### config.mk
export PLATFORM = sky130hd
export DESIGN_NAME = ysyx_24100005_wbu_arbiter
export DESIGN_NICKNAME = d
export VERILOG_FILES = /design/src/rtl/ysyx_24100005_wbu_arbiter.sv
export SDC_FILE = /design/constraint.sdc
export NUM_CORES = 1
export LEC_CHECK = 0
export CAP_MARGIN = 20
export CORE_MARGIN = 4
export CORE_UTILIZATION = 50
export CTS_CLUSTER_SIZE = 24
export DETAILED_ROUTE_END_ITERATION = 8
export PLACE_DENSITY = 0.87
export SLEW_MARGIN = 25
export SYNTH_ARGS = -nofsm -noshare
export SYNTH_HDL_FRONTEND = slang
export SYNTH_SLANG_ARGS = --single-unit
### constraint.sdc
create_clock -name clk -period 2.81 [get_ports clk]
set_input_delay 0.562 -clock clk [delete_from_list [all_inputs] [get_ports clk]]
set_output_delay 0.562 -clock clk [all_outputs]
set_load 0.005 [all_outputs]
### src/rtl/ysyx_24100005_wbu_arbiter.sv
// ysyx_24100005_wbu_arbiter
// Write-back arbiter and busy scoreboard for the single register file
// write port. Port 0 carries EXU/ALU results, port 1 carries LSU load data.
// Accepted writes are registered one cycle and then driven to the register
// file. A per-register busy bit is set when a destination is reserved at
// issue and cleared when its write reaches the register file.
//
// Build option: define WBU_ARB_RR_EN for round-robin arbitration between
// the two producers. Left undefined, port 1 (LSU) has fixed priority.
module ysyx_24100005_wbu_arbiter #(
    parameter int ADDR_WIDTH = 5,
    parameter int DATA_WIDTH = 32
) (
    input  logic                  clk,
    input  logic                  rst,
    // issue-stage reservation
    input  logic                  rsv_valid,
    output logic                  rsv_ready,
    input  logic [ADDR_WIDTH-1:0] rsv_addr,
    // producer 0: EXU/ALU
    input  logic                  req0_valid,
    output logic                  req0_ready,
    input  logic [ADDR_WIDTH-1:0] req0_addr,
    input  logic [DATA_WIDTH-1:0] req0_data,
    // producer 1: LSU
    input  logic                  req1_valid,
    output logic                  req1_ready,
    input  logic [ADDR_WIDTH-1:0] req1_addr,
    input  logic [DATA_WIDTH-1:0] req1_data,
    // register file write port
    output logic                  rf_wen,
    output logic [ADDR_WIDTH-1:0] rf_waddr,
    output logic [DATA_WIDTH-1:0] rf_wdata,
    // decode-stage source status
    input  logic [ADDR_WIDTH-1:0] rs1addr,
    input  logic [ADDR_WIDTH-1:0] rs2addr,
    output logic                  rs1_busy,
    output logic                  rs2_busy
);

    localparam int NREGS = 1 << ADDR_WIDTH;

    logic                  prio1;      // port 1 wins when both are valid
    logic                  grant1;
    logic                  fire0;
    logic                  fire1;
    logic                  fire;
    logic [ADDR_WIDTH-1:0] win_addr;
    logic [DATA_WIDTH-1:0] win_data;
    logic                  rsv_fire;

    logic                  rf_wen_q;
    logic [ADDR_WIDTH-1:0] rf_waddr_q;
    logic [DATA_WIDTH-1:0] rf_wdata_q;
    logic [NREGS-1:0]      busy_q;
    logic [NREGS-1:0]      busy_d;

`ifdef WBU_ARB_RR_EN
    // Pointer names the port granted most recently; the other port wins
    // the next contention, so two persistent requesters alternate.
    logic ptr_q;

    assign prio1 = (ptr_q == 1'b0);

    // Track the last granted port on every accepted write.
    always_ff @(posedge clk) begin
        // NOTE: state registers use non-blocking assignments so every flop
        // samples pre-edge values regardless of block evaluation order.
        if (rst) begin
            ptr_q <= 1'b1;
        end else if (fire) begin
            ptr_q <= fire1;
        end
    end
`else
    // Fixed priority: the LSU always wins contention.
    assign prio1 = 1'b1;
`endif

    // Grant depends only on the valids and the priority state, never on the
    // write stage or the scoreboard, so the producers never stall internally.
    assign grant1     = ~rst & req1_valid & (~req0_valid | prio1);
    assign req1_ready = grant1;
    assign req0_ready = ~rst & req0_valid & ~grant1;

    assign fire0    = req0_valid & req0_ready;
    assign fire1    = req1_valid & req1_ready;
    assign fire     = fire0 | fire1;
    assign win_addr = fire1 ? req1_addr : req0_addr;
    assign win_data = fire1 ? req1_data : req0_data;

    // Register the winning write; x0 writes are accepted but never enabled.
    always_ff @(posedge clk) begin
        if (rst) begin
            rf_wen_q   <= 1'b0;
            rf_waddr_q <= '0;
            rf_wdata_q <= '0;
        end else if (fire) begin
            rf_wen_q   <= (win_addr != '0);
            rf_waddr_q <= win_addr;
            rf_wdata_q <= win_data;
        end else begin
            rf_wen_q   <= 1'b0;
        end
    end

    assign rf_wen   = rf_wen_q;
    assign rf_waddr = rf_waddr_q;
    assign rf_wdata = rf_wdata_q;

    // A destination that is still busy cannot be reserved again (WAW stall).
    assign rsv_ready = ~rst & ((rsv_addr == '0) | ~busy_q[rsv_addr]);
    assign rsv_fire  = rsv_valid & rsv_ready & (rsv_addr != '0);

    // Next scoreboard: clear on commit, then set on reservation so a set to
    // the same register in the same cycle takes precedence.
    always_comb begin
        // NOTE: the full default assignment first keeps every bit driven on
        // every path, so no latch is inferred for busy_d.
        busy_d = busy_q;
        if (rf_wen_q) begin
            busy_d[rf_waddr_q] = 1'b0;
        end
        if (rsv_fire) begin
            busy_d[rsv_addr] = 1'b1;
        end
        busy_d[0] = 1'b0;
    end

    // Scoreboard state; cleared wholesale on reset.
    always_ff @(posedge clk) begin
        // NOTE: the scoreboard is a flop vector rather than a RAM, so it can
        // and must be reset; stale busy bits would deadlock issue.
        if (rst) begin
            busy_q <= '0;
        end else begin
            busy_q <= busy_d;
        end
    end

    assign rs1_busy = busy_q[rs1addr];
    assign rs2_busy = busy_q[rs2addr];

endmodule

==> run summary, run 1 <==
Worst setup SP type - input pin
Fin area - 5880 um2
First-pass GRT wire length - 22.8 mm
Routed vias - 4,360
Initial antenna violation count - 0
I/O pin cnt - 137
Critical Path Max Stage Delay - 520 ps
Count leader, synth - nor2_1
Synth top cells by count - nor2_1, dfxtp_1, mux2i_1
Worst Setup Slack, final - 40.8 ps
Final period util - 98.5%
Final hold violations - 0
Status - finished clean
Multi-input logic area - 2520 um2
Max stage delay cell, worst path - mux4_2
Crit path kind - in2out
Total GRT Usage - 29.4%
Worst Path Arrival - 2210 ps
Pwr per Cell Area - 407 nW/um2
Critical path required time - 2250 ps
Die H - 97.8 um
Worst-path fanout max - 8
Worst-path cell chain - buf_2 > buf_12 > mux4_2 > nor3_2 > a2111oi_2 > a31o_1 > clkdlybuf4s50_1
CTS HTree Levels - 3
CTS tree - yes
Final setup vio count - 0
Routability congestion estimate - 1.00
Synthesized cell area - 4040 um2
Worst rel slew slack - 58.1%
RSZ-0062 raised after global routing - false
Pins Over Slew Limit - 0
TritonCTS Buffers - 9
Dominant synthesized flop cell - dfxtp_1
Register area share after synthesis - 34.2%
Setup crit end kind - output pin
Area leader, netlist - dfxtp_1
WL per Instance - 20.0 um
# fillers - 536
Number of vias per cell - 6.01
Final Util - 75.7%
Hold WC Path Type - reg2reg
Rows - 32
Reg area - 1380 um2
Delay-heaviest family, CP - buffers and inverters
Clk sinks - 69
Post-route ant nets - 0
Post-Syn Nets - 566
Max-cap viol count - 0
Post-DP HPWL - 10.7 mm
Peak supply drop - 0.322 mV
Number of global-route vias before repair - 4,435
Share of cells above drive strength 1 - 13.9%
Worst-margin pin slew - 628 ps
Largest net degree at the start of global routing - 64
Syn Area/Cell - 8.55 um2
Iteration-0 DRC Markers - 376
P_leak - 2.29 nW
Number of iterations in the first detailed-routing pass - 5
Initial core utilization - 51.9%
Layout Cells excl Fill - 726
Dpl ws - -477 ps
Final nets - 713
CTS Buffer Depth - 2
Full die area - 9570 um2
Post-route DRC - 0
# diodes - 0
Inst Count DP - 706
Top-area cell type share of the netlist area - 34.2%
Core area - 7770 um2
Synth warn - 0
Area grow syn2layout - 45.7%
#FFs+latches synth - 69
F_max - 361 MHz
Top cells by area, synth - dfxtp_1, mux4_2, mux2i_1
CP bufs+invs - 3
Placed Area - 5600 um2
Clock Latency Late Sink - 330 ps
GR Overflow Total - 0
Final worst path period need - 2770 ps
Port bufs - 136
Die extent in x - 97.8 um
Post-Route WL - 14.5 mm
Async S/R FF share, synth - 0%
Gate Count Post-Synth - 472
Clk Tree Root Cell - clkbuf_8
Clock Pin Slew Worst Setup and Hold Paths - 70 ps
Post-synth EDFFs - 0
Post-synthesis cell type count - 40
Hold slack - 537 ps
Setup Skew - 5.96 ps
## cells in the final DEF (no fill, tap or decap), drive strengths merged, types with 2 or more instances in the layout
cell	Yosys	layout
and3b	4	4
a21oi	39	39
nor3b	5	5
clkdlybuf4s50	0	122
dlygate4sd2	0	4
dfxtp	69	69
inv	6	6
nand2	27	27
nor3	3	3
nand3	11	11
a22oi	2	2
clkinv	2	4
mux4	20	20
o32ai	2	2
o21ai	49	49
mux2i	40	40
buf	17	40
nand4	4	4
mux2	9	9
a31o	2	2
or4	6	6
a2111oi	2	2
clkdlybuf4s15	0	3
nor2	80	80
nand3b	23	23
o211ai	2	2
nor2b	20	20
dlymetal6s2s	0	2
clkbuf	18	12
## metal layers
metal	part of all wire, %	track usage [%]
met1	38	34.0
met2	48	50.2
met3	11	10.1
met4	3.1	10.8
met5	0	0
## stage by stage
stage          power (mW)  TNS, ps
5_1_grt              2.48        0
3_3_place_gp         1.58    -1090
6_report             2.39        0
4_1_cts              2.38    -43.9
3_5_place_dp         1.60    -1340
2_1_floorplan        1.30        0
## worst reg2reg max path, stage by stage, from the launching register on
cell,delay (ps)
dfxtp_1,370
mux4_2,500
or4_1,530
o21ai_1,180
## repair_timing
action | CTS | global route
gates cloned | 1 | 0
hold buffers | 0 | 0
pin swaps | 5 | 2
buffers inserted | 1 | 2
setup endpoints to repair | 3 | 2
gates resized for setup | 32 | 5
## area by class of cell
cell class                      instances  share of cell area, %
Clock buffer                           12                   2.47
Tap cell                              102                   2.17
Multi-Input combinational cell        360                   42.9
Timing Repair Buffer                  171                   27.6
Clock inverter                          4                  0.809
Sequential cell                        69                   23.5
Inverter                                8                  0.511
## sequential cells by signal, summed over array words and instances (netlist names)
signal and count:
busy_q 31, rf_waddr 5, rf_wdata 32, rf_wen 1
## worst paths after layout
| check | from | end | slack, ps | depth (start not counted) |
|---|---|---|---|---|
| setup / recovery | rs1addr[1] | rs1_busy | 40 | 7 |
| hold / removal | busy_q[6] | busy_q[6] | 540 | 2 |
| hold reg to reg | busy_q[6] | busy_q[6] | 540 | 2 |
| setup reg to reg | busy_q[15] | busy_q[14] | 1150 | 3 |
## cell families after synthesis
kind of cell | after synthesis | synth area share, %
mux | 69 | 23.6
simple gates | 188 | 23.7
flops | 69 | 34.2
compound gates | 103 | 14.0
buf+inv | 43 | 4.47
## where the power goes
| part | internal (mW) | total, mW | switching, mW |
|---|---|---|---|
| Clock | 0.432 | 0.796 | 0.364 |
| Sequential | 1.02 | 1.06 | 0.0425 |
| Combinational | 0.309 | 0.534 | 0.225 |
| Total | 1.76 | 2.39 | 0.631 |
No activity file was read; power rests on OpenSTA's default activity.
==> run 2, diff against run 1 <==
--- a/config.mk
+++ b/config.mk
@@ -5,8 +5,7 @@
 export SDC_FILE = /design/constraint.sdc
 export NUM_CORES = 1
 export LEC_CHECK = 0
-export CAP_MARGIN = 20
-export CORE_MARGIN = 4
+export CAP_MARGIN = 0
 export CORE_UTILIZATION = 50
 export CTS_CLUSTER_SIZE = 24
 export DETAILED_ROUTE_END_ITERATION = 8
==> run summary, run 2 (synthesis gave the netlist of run 1 again) <==
Status - finished clean
CTS Buffer Depth - 2 (unchanged)
Initial antenna violation count - 0 (unchanged)
Worst rel slew slack - 54.7% (-3.4 points)
TritonCTS Buffers - 9 (unchanged)
Placed Area - 5610 um2 (+0.13%)
RSZ-0062 raised after global routing - false
Dpl ws - -413 ps (+63.9 ps)
Worst-path cell chain - clkbuf_4 > mux4_2 > o32ai_2 > a2111oi_2 > a31o_1 > clkdlybuf4s50_1
Number of vias per cell - 5.91 (-1.7%)
Die extent in x - 91.8 um (-6.1%)
Worst-path fanout max - 5 (-3)
Routed vias - 4,276 (-1.9%)
Routability congestion estimate - 0.970 (-3.4%)
Crit path kind - in2out
Max stage delay cell, worst path - mux4_2
Port bufs - 136 (unchanged)
WL per Instance - 19.2 um (-3.8%)
Post-route DRC - 0 (unchanged)
Final setup vio count - 0 (unchanged)
First-pass GRT wire length - 21.9 mm (-3.8%)
Commonest cells after routing, fill and taps aside - clkdlybuf4s50_1, nor2_1, dfxtp_1, mux2i_1, a21oi_1
# diodes - 0 (unchanged)
Post-DP HPWL - 10.2 mm (-4.4%)
Area grow syn2layout - 45.6%
Iteration-0 DRC Markers - 330 (-12%)
I/O pin cnt - 137 (unchanged)
Clk Tree Root Cell - clkbuf_8
Setup Skew - 13.9 ps (+7.92 ps)
Worst Setup Slack, final - 70.3 ps (+29.6 ps)
Max FFs per register - 32 (unchanged)
Final nets - 711 (-0.28%)
Number of global-route vias before repair - 4,467 (+0.72%)
Final period util - 97.5% (-1.1 points)
Initial core utilization - 51.9% (unchanged)
P_leak - 2.30 nW (+0.31%)
Largest net degree at the start of global routing - 72 (+13%)
Delay-heaviest family, CP - buffers and inverters
Max-cap viol count - 0 (unchanged)
Core area - 7770 um2 (unchanged)
Critical path required time - 2250 ps (about the same)
CTS tree - yes
Critical Path Max Stage Delay - 520 ps (about the same)
Final worst path period need - 2740 ps (-29.6 ps)
GR Overflow Total - 0 (unchanged)
Leading cell type in the layout, fill and taps excluded - clkdlybuf4s50_1
Peak supply drop - 0.312 mV (-3.0%)
Pwr per Cell Area - 416 nW/um2 (+2.2%)
Hold WC Path Type - reg2reg
CTS HTree Levels - 3 (unchanged)
Worst Path Arrival - 2180 ps (-30 ps)
Worst setup SP type - input pin
Post-Route WL - 13.9 mm (-4.0%)
Post-route ant nets - 0 (unchanged)
Fin area - 5870 um2 (-0.13%)
CP bufs+invs - 2 (-1)
Full die area - 8430 um2 (-12%)
Clk sinks - 69 (unchanged)
Post-CTS Hold Buffers - 0 (unchanged)
Worst-margin pin slew - 680 ps (+51.5 ps)
Rows - 32 (unchanged)
Pins Over Slew Limit - 0 (unchanged)
Final hold violations - 0 (unchanged)
Number of iterations in the first detailed-routing pass - 5 (unchanged)
Total GRT Usage - 33.9% (+4.5 points)
Die H - 91.8 um (-6.1%)
Share of cells above drive strength 1 - 14.5% (+0.53 points)
Clock Pin Slew Worst Setup and Hold Paths - 90 ps (+20 ps)
F_max - 365 MHz (+1.1%)
Clock Latency Late Sink - 370 ps (+40 ps)
Setup crit end kind - output pin
## run 2: cell types whose count changed in the layout (fill, tap and decap cells not counted), moves of 2 or more
cell,delta
clkdlybuf4s15_2,-2
nor2_1,-2
inv_6,+2
clkbuf_1,-2
nor2_2,+2
## run 2: power by group
group	leakage, nW	total [mW]	internal (mW)	switching, mW
combinational	1.63	0.526	0.305	0.221
clock	0.102	0.856	0.422	0.434
sequential	0.565	1.06	1.02	0.0408
## run 2: area by class of cell
cell class                 count  area (um2)
tap                          102         128
clock inverter                 7        80.1
timing repair buffer         169        1600
clock buffer                   9         124
fill                         544        1890
inverter                       8        30.0
sequential                    69        1380
multi-input combinational    360        2530
## run 2: worst min-delay path: stages (launching register included)
cell and delay (ps):
dfxtp_1 360, nand3b_1 90, o21ai_1 60
## run 2: repair_timing
| action | 4_1_cts | 5_1_grt |
|---|---|---|
| setup buffers | 1 | 0 |
| cloned | 0 | 0 |
| endpoints found under the hold margin | 0 | 0 |
| pin swaps | 4 | 3 |
| resized for setup | 33 | 11 |
| endpoints found under the setup margin | 3 | 2 |
## run 2: path summary, 6_finish.rpt
check | cells after the start | slack [ps] | from | to
hold reg to reg | 2 | 550 | busy_q[6] | busy_q[6]
setup / recovery | 6 | 70 | rs2addr[1] | rs2_busy
hold / removal | 2 | 550 | busy_q[6] | busy_q[6]
setup reg to reg | 3 | 1140 | busy_q[31] | busy_q[29]
## run 2: metrics by stage
step | TNS, ps | hold WS, ps | power, mW | utilization [%] | instances
after detailed placement | -1220 | 529 | 1.59 | 72.2 | 707
final | 0 | 551 | 2.44 | 75.6 | 724
after global routing | 0 | 559 | 2.53 | 75.6 | 724
after global placement | -1110 | 516 | 1.58 | 72.2 | 707
after CTS | 0 | 540 | 2.43 | 75.5 | 724
after floorplan | 0 | 469 | 1.30 | - | 472
## run 2: layer usage
metal  wire (um)  global-route usage [%]
met1        5100                    37.8
met2        6760                    56.2
met3        1420                    11.7
met4         661                    19.8
met5           0                       0
==> run 3, diff against run 2 <==
--- a/config.mk
+++ b/config.mk
@@ -9,6 +9,7 @@
 export CORE_UTILIZATION = 50
 export CTS_CLUSTER_SIZE = 24
 export DETAILED_ROUTE_END_ITERATION = 8
+export GPL_ROUTABILITY_DRIVEN = 1
 export PLACE_DENSITY = 0.87
 export SLEW_MARGIN = 25
 export SYNTH_ARGS = -nofsm -noshare
==> results of run 3 <==
The final DEF is identical to that of run 2; final timing and power are the same.
